File: src/rtl/hazard_unit.sv
// hazard_unit: shadow tracking of pipeline destination registers, load-use
// and HI/LO hazard detection, stall/bubble generation, taken-branch squash.
module hazard_unit #(
  parameter int unsigned MULDIV_CYCLES = 32
) (
  input  logic       clk,
  input  logic       reset_n,
  input  logic       dec_valid,
  input  logic [4:0] dec_rs,
  input  logic [4:0] dec_rt,
  input  logic       dec_uses_rs,
  input  logic       dec_uses_rt,
  input  logic [4:0] dec_rd,
  input  logic       dec_regwrite,
  input  logic       dec_memread,
  input  logic       dec_muldiv,
  input  logic       dec_mfhilo,
  input  logic       ex_branch_taken,
  output logic       stall_f,
  output logic       flush_if_dec,
  output logic       flush_dec_ex,
  output logic [4:0] dec_ex_rd,
  output logic [4:0] ex_mem_rd,
  output logic [4:0] mem_wb_rd,
  output logic       dec_ex_regwrite,
  output logic       ex_mem_regwrite,
  output logic       mem_wb_regwrite,
  output logic       dec_ex_memread,
  output logic       muldiv_busy
);

  localparam logic [5:0] MD_LOAD = 6'(MULDIV_CYCLES);

  logic [4:0] dec_ex_rd_q, ex_mem_rd_q, mem_wb_rd_q;
  logic       dec_ex_rw_q, ex_mem_rw_q, mem_wb_rw_q;
  logic       dec_ex_mr_q;
  logic [5:0] cnt_q;

  logic [4:0] dec_ex_rd_d;
  logic       dec_ex_rw_d, dec_ex_mr_d;
  logic [5:0] cnt_d;
  logic       load_use, hilo_stall, bubble, accept;

  // Hazard detection, control outputs and next-state of the shadow pipeline
  always_comb begin
    load_use = dec_ex_mr_q & dec_ex_rw_q & dec_valid &
               ((dec_uses_rs & (dec_rs == dec_ex_rd_q)) |
                (dec_uses_rt & (dec_rt == dec_ex_rd_q)));
    muldiv_busy  = (cnt_q != '0);
    hilo_stall   = dec_valid & muldiv_busy & (dec_mfhilo | dec_muldiv);
    // A taken branch squashes decode, so holding it would be pointless
    stall_f      = (load_use | hilo_stall) & ~ex_branch_taken;
    flush_if_dec = ex_branch_taken;
    flush_dec_ex = load_use | hilo_stall | ex_branch_taken;
    bubble       = flush_dec_ex | ~dec_valid;
    accept       = dec_valid & ~stall_f & ~ex_branch_taken;

    dec_ex_rd_d  = bubble ? '0 : dec_rd;
    dec_ex_rw_d  = ~bubble & dec_regwrite & (dec_rd != '0);
    dec_ex_mr_d  = ~bubble & dec_memread;

    cnt_d = cnt_q;
    if (accept && dec_muldiv) begin
      cnt_d = MD_LOAD;
    end else if (cnt_q != '0) begin
      cnt_d = cnt_q - 6'd1;
    end

    dec_ex_rd       = dec_ex_rd_q;
    ex_mem_rd       = ex_mem_rd_q;
    mem_wb_rd       = mem_wb_rd_q;
    dec_ex_regwrite = dec_ex_rw_q;
    ex_mem_regwrite = ex_mem_rw_q;
    mem_wb_regwrite = mem_wb_rw_q;
    dec_ex_memread  = dec_ex_mr_q;
  end

  // Shadow pipeline advance and HI/LO busy counter
  always_ff @(posedge clk) begin
    if (!reset_n) begin
      dec_ex_rd_q <= '0;
      ex_mem_rd_q <= '0;
      mem_wb_rd_q <= '0;
      dec_ex_rw_q <= 1'b0;
      ex_mem_rw_q <= 1'b0;
      mem_wb_rw_q <= 1'b0;
      dec_ex_mr_q <= 1'b0;
      cnt_q       <= '0;
    end else begin
      mem_wb_rd_q <= ex_mem_rd_q;
      mem_wb_rw_q <= ex_mem_rw_q;
      ex_mem_rd_q <= dec_ex_rd_q;
      ex_mem_rw_q <= dec_ex_rw_q;
      dec_ex_rd_q <= dec_ex_rd_d;
      dec_ex_rw_q <= dec_ex_rw_d;
      dec_ex_mr_q <= dec_ex_mr_d;
      cnt_q       <= cnt_d;
    end
  end

endmodule

File: config.mk
export PLATFORM = sky130hd
export DESIGN_NAME = hazard_unit
export DESIGN_NICKNAME = d
export VERILOG_FILES = /design/src/rtl/hazard_unit.sv
export SDC_FILE = /design/constraint.sdc
export NUM_CORES = 1
export LEC_CHECK = 0
export CORE_MARGIN = 4
export CORE_UTILIZATION = 30
export CTS_CLUSTER_DIAMETER = 40
export DETAILED_ROUTE_END_ITERATION = 8
export HOLD_SLACK_MARGIN = 0.08
export PLACE_DENSITY_LB_ADDON = 0.05
export SLEW_MARGIN = 15
export SYNTH_ARGS = -nofsm -noshare
export SYNTH_HDL_FRONTEND = slang
export SYNTH_SLANG_ARGS = --single-unit
export TNS_END_PERCENT = 1
File: constraint.sdc
create_clock -name clk -period 1.9 [get_ports clk]
set_input_delay 0.285 -clock clk [delete_from_list [all_inputs] [get_ports clk]]
set_output_delay 0.285 -clock clk [all_outputs]
set_load 0.02 [all_outputs]
# Word level (Yosys, flattened, before mapping)
# Index checks and enable logic that the tools add are counted.
[word_totals] ff_bits=25 in_bits=25 word_cells=43
[classes] n_bitwise=23 add_sub_neg=1 n_eq_ne=2 n_mux=2 reduce_logical=6
[ops] op="1-bit AND" n=13
[ops] op="6-bit two-way mux" n=2
[ops] op="5-bit equality test" n=2
[ops] op="6-bit nonzero test" n=1
[ops] op="6-bit by 1-bit subtractor with 6-bit output, second input constant" n=1
[ops] op="1-bit NOT" n=5
[ops] op="1-bit OR" n=5
[ops] op="5-bit nonzero test" n=1
[ops] op="2-bit OR reduction" n=2
[ops] op="2-bit nonzero test" n=1
[ops] op="1-bit logical AND" n=1

# Longest topological paths before layout
# Gate-level depths: netlist of the first run.
[depth] word_depth=11 mapped_depth=8 ltp_nobuf=6

# Least setup slack after synthesis of the first run
# Ideal clock, no wire load.
[synth_path] kind="register to output" startpoint="reg cnt_q[5]" endpoint="out flush_dec_ex" path_stages_with_launch=7 n_path_buf=2 arrival_time_ns=1.802 path_slack_ns=-0.187 cell_sequence="dfxtp_1 > or4_1 > or2_1 > buf_2 > o21a_1 > buf_6 > o31a_1"
[synth_via] elab_chain_len=5
[synth_lines] element="start, declared" line_no="37" rtl="logic [5:0] cnt_q;"
[synth_lines] element="start signal, assigned" line_no="97" rtl="cnt_q <= cnt_d;"
[synth_lines] element="6-bit nonzero test" line_no="49" rtl="muldiv_busy = (cnt_q != '0);"
[synth_lines] element="named net muldiv_busy" line_no="29" rtl="output logic muldiv_busy"
[synth_lines] element="1-bit AND (2 in series)" line_no="50" rtl="hilo_stall = dec_valid & muldiv_busy & (dec_mfhilo | dec_muldiv);"
[synth_lines] element="1-bit OR (2 in series)" line_no="54" rtl="flush_dec_ex = load_use | hilo_stall | ex_branch_taken;"
[synth_lines] element="end, declared" line_no="21" rtl="output logic flush_dec_ex,"
# The timed path passes the listed nets, and every way through them passes these cells.

# Final worst setup path of the first run
[layout_path] startpoint="reg cnt_q[5]" endpoint="out flush_dec_ex"
[layout_via] elab_chain_len=5
[layout_lines] element="6-bit nonzero test" line_no="49"
[layout_lines] element="1-bit AND (2 in series)" line_no="50"
[layout_lines] element="1-bit OR (2 in series)" line_no="54"
# No other way between the ends.

==> out/qor.yml, run 1 <==
design.die.area_sq_um: 4470
clk_pin_slew_worst_paths_ns: 0.13
root_buffer: "clkbuf_4"
numCtsBuffers: 3
fmax_ghz: 0.439
clock_skew_ns: 0.00462
worstSetupPathType: "register to output port"
numPortBuffers: 47
cts_tree: "done"
required_ns: 1.62
grt_pass1_vias: 998
maxCapViolations: 0
synth_fp_nets: 136
finalWorstSetupSlack_ns: -0.379
finalHoldViolations: 0
worst_setup_path_start_kind: "register"
fp.dieW_um: 66.9
first_iter_violations: 17
cts.sinks: 25
yosys_register_bits: 25
clkLatencyLatePin_ns: 0.31
dr_total_vias: 951
slew_viol_final: 0
yosysSeqAreaShare: 0.481
antenna_found_initial: 0
io_pins: 48
drtAntennaViolNets: 0
grt_use_total: 0.123
relSlewSlack: 0.720
synthToLayoutAreaGrowth_pct: 63.7
worstMarginPinSlew_ns: 0.419
synthCells: 109
finalSetupViolations: 3
firstDrtPassIters: 4
layout.nets: 198
viasPerCell: 4.40
ir_drop_uv: 712
dp_hpwl_um: 2110
drive_above_1_share: 0.188
total_power_w: 0.00179
synth.area.top_cells: "dfxtp_1, xnor2_1, and2_1"
fin_crit_ns: 2.28
synth_top_area_frac: 0.481
powerDensity_nw_per_um2: 1050
row_count: 21
finalWeightedCongestion: 0.758
whs_ns: 0.475
grt_max_degree: 14
routed_wl_um: 2560
synth.distinct_cells: 29
syn_area_per_cell_sq_um: 9.54
yosysWarningCount: 0
status: "finished, violations left"
endpoint_kind: "output port"
netlist_area_sq_um: 1040
yosys.area.top_type: "dfxtp_1"
coreArea_sq_um: 3340
drc: 0
clk_path_buf_depth: 2
power.leakage_nw: 0.650
min_period_over_period: 1.20
die_h_um: 66.9
violations: "setup timing"
hp-class: "register to register"
gr-total-overflow: 0
initial_core_util: 0.312
ctsHtreeMaxLevel: 1
wire_per_inst_um: 11.8
rsz0062_at_grt: "true"
grt_pass1_wl_um: 4320
path_max_fanout: 3
antennaDiodeCount: 0
arrival_ns: 1.99
fin_util: 0.510
layer usage:
metal	track usage	wire (um)	vias to the layer above
met1	0.153	1120	432
met4	0.0380	13	0
met3	0.0236	176	2
met2	0.213	1250	29
li1	-	-	488
met5	0	0	-
stage by stage:
step,TNS [ns],setup slack [ns],cell area (sq um),instances
after global routing,-0.977,-0.459,1700,216
after detailed placement,-1.07,-0.461,1640,210
after floorplan,-0.212,-0.165,1050,109
after global placement,-1.02,-0.440,1640,210
final,-0.750,-0.379,1700,216
after CTS,-0.854,-0.393,1660,214
path summary, 6_finish.rpt:
path                                               from                       to  slack [ns]  cells after the start
worst max-delay path              cnt_q[5]$_SDFFE_PN0P_             flush_dec_ex       -0.38                      5
worst min-delay path            ex_mem_rd[4]$_SDFF_PN0_  mem_wb_rd[4]$_SDFF_PN0_        0.47                      1
worst max register to register    cnt_q[5]$_SDFFE_PN0P_  dec_ex_rd[1]$_SDFF_PP0_        0.13                      6
worst min register to register  ex_mem_rd[4]$_SDFF_PN0_  mem_wb_rd[4]$_SDFF_PN0_        0.47                      1
cell usage in the layout, fill, tap and decap left out, types with 3 or more instances in the layout:
cell,count
nor2_1,5
buf_4,18
clkdlybuf4s50_1,44
clkbuf_4,3
and2_1,12
nor3_1,6
nand2_1,5
nand4_1,4
nand3_1,8
dfxtp_1,23
xnor2_1,13
flip-flops by register name, indices dropped and copies added (netlist names):
| name | cells |
|---|---|
| cnt_q | 6 |
| ex_mem_regwrite | 1 |
| dec_ex_regwrite | 1 |
| mem_wb_regwrite | 1 |
| ex_mem_rd | 5 |
| mem_wb_rd | 5 |
| dec_ex_rd | 5 |
| dec_ex_memread | 1 |
critical path: stages, from the launching register on:
cell and delay, ns:
dfxtp_2 0.34, or4_4 0.53, or2_4 0.25, o21a_1 0.13, o31a_1 0.31, buf_6 0.13
synthesized netlist by cell type:
cell and count:
inv_2 1, o21a_1 2, nor2_1 5, and2_1 12, o32ai_1 1, or2_1 1
nor3_1 8, nand2_1 5, xor2_1 2, nor2b_1 1, o311a_1 1, nand4_1 4
dfxtp_1 25, o211a_1 1, o22ai_1 1, nand3_1 8, o21ai_1 1, clkbuf_1 4
inv_1 2, o31a_1 1, or2_2 1, buf_6 1, ha_1 2, buf_4 1
nor4_2 1, xnor2_1 13, or4_1 2, buf_2 1, a21oi_1 1
timing repair:
action                                  4_1_cts  5_1_grt
buffers inserted                              0        2
endpoints found under the setup margin        3        3
gates resized for setup                      16        7
hold buffers                                  0        0
pin swaps                                     3        5
hold endpoints to repair                      0        0
report_power, final:
part           switching, W  internal (W)  total, W
clock              0.000147     0.0000818  0.000229
sequential        0.0000453      0.000603  0.000648
combinational      0.000399      0.000509  0.000908
cells by family (layout without fill, tap and decap cells):
| logic type | Yosys count | after routing | share of synthesized area |
|---|---|---|---|
| flip-flops | 25 | 25 | 0.481 |
| AO/OA/AOI/OAI | 9 | 9 | 0.0662 |
| AND/OR/NAND/NOR | 48 | 48 | 0.254 |
| XOR/XNOR | 15 | 15 | 0.126 |
| buffers and inverters | 10 | 71 | 0.0481 |
| adder cells (fa/ha/maj) | 2 | 2 | 0.0241 |
area by class of cell:
class	count	area [sq um]
Inverter	3	11.3
Multi-Input combinational cell	74	505
Sequential cell	25	503
Tap cell	46	57.6
Timing Repair Buffer	64	598
Fill cell	336	1640
Clock buffer	4	26.3
No activity file was read; power rests on OpenSTA's default activity.
==> inputs of run 2 (changes only) <==
- CAP_MARGIN: not set -> 25
==> results of run 2 <==
The final DEF is identical to that of run 1; final timing and power are the same.
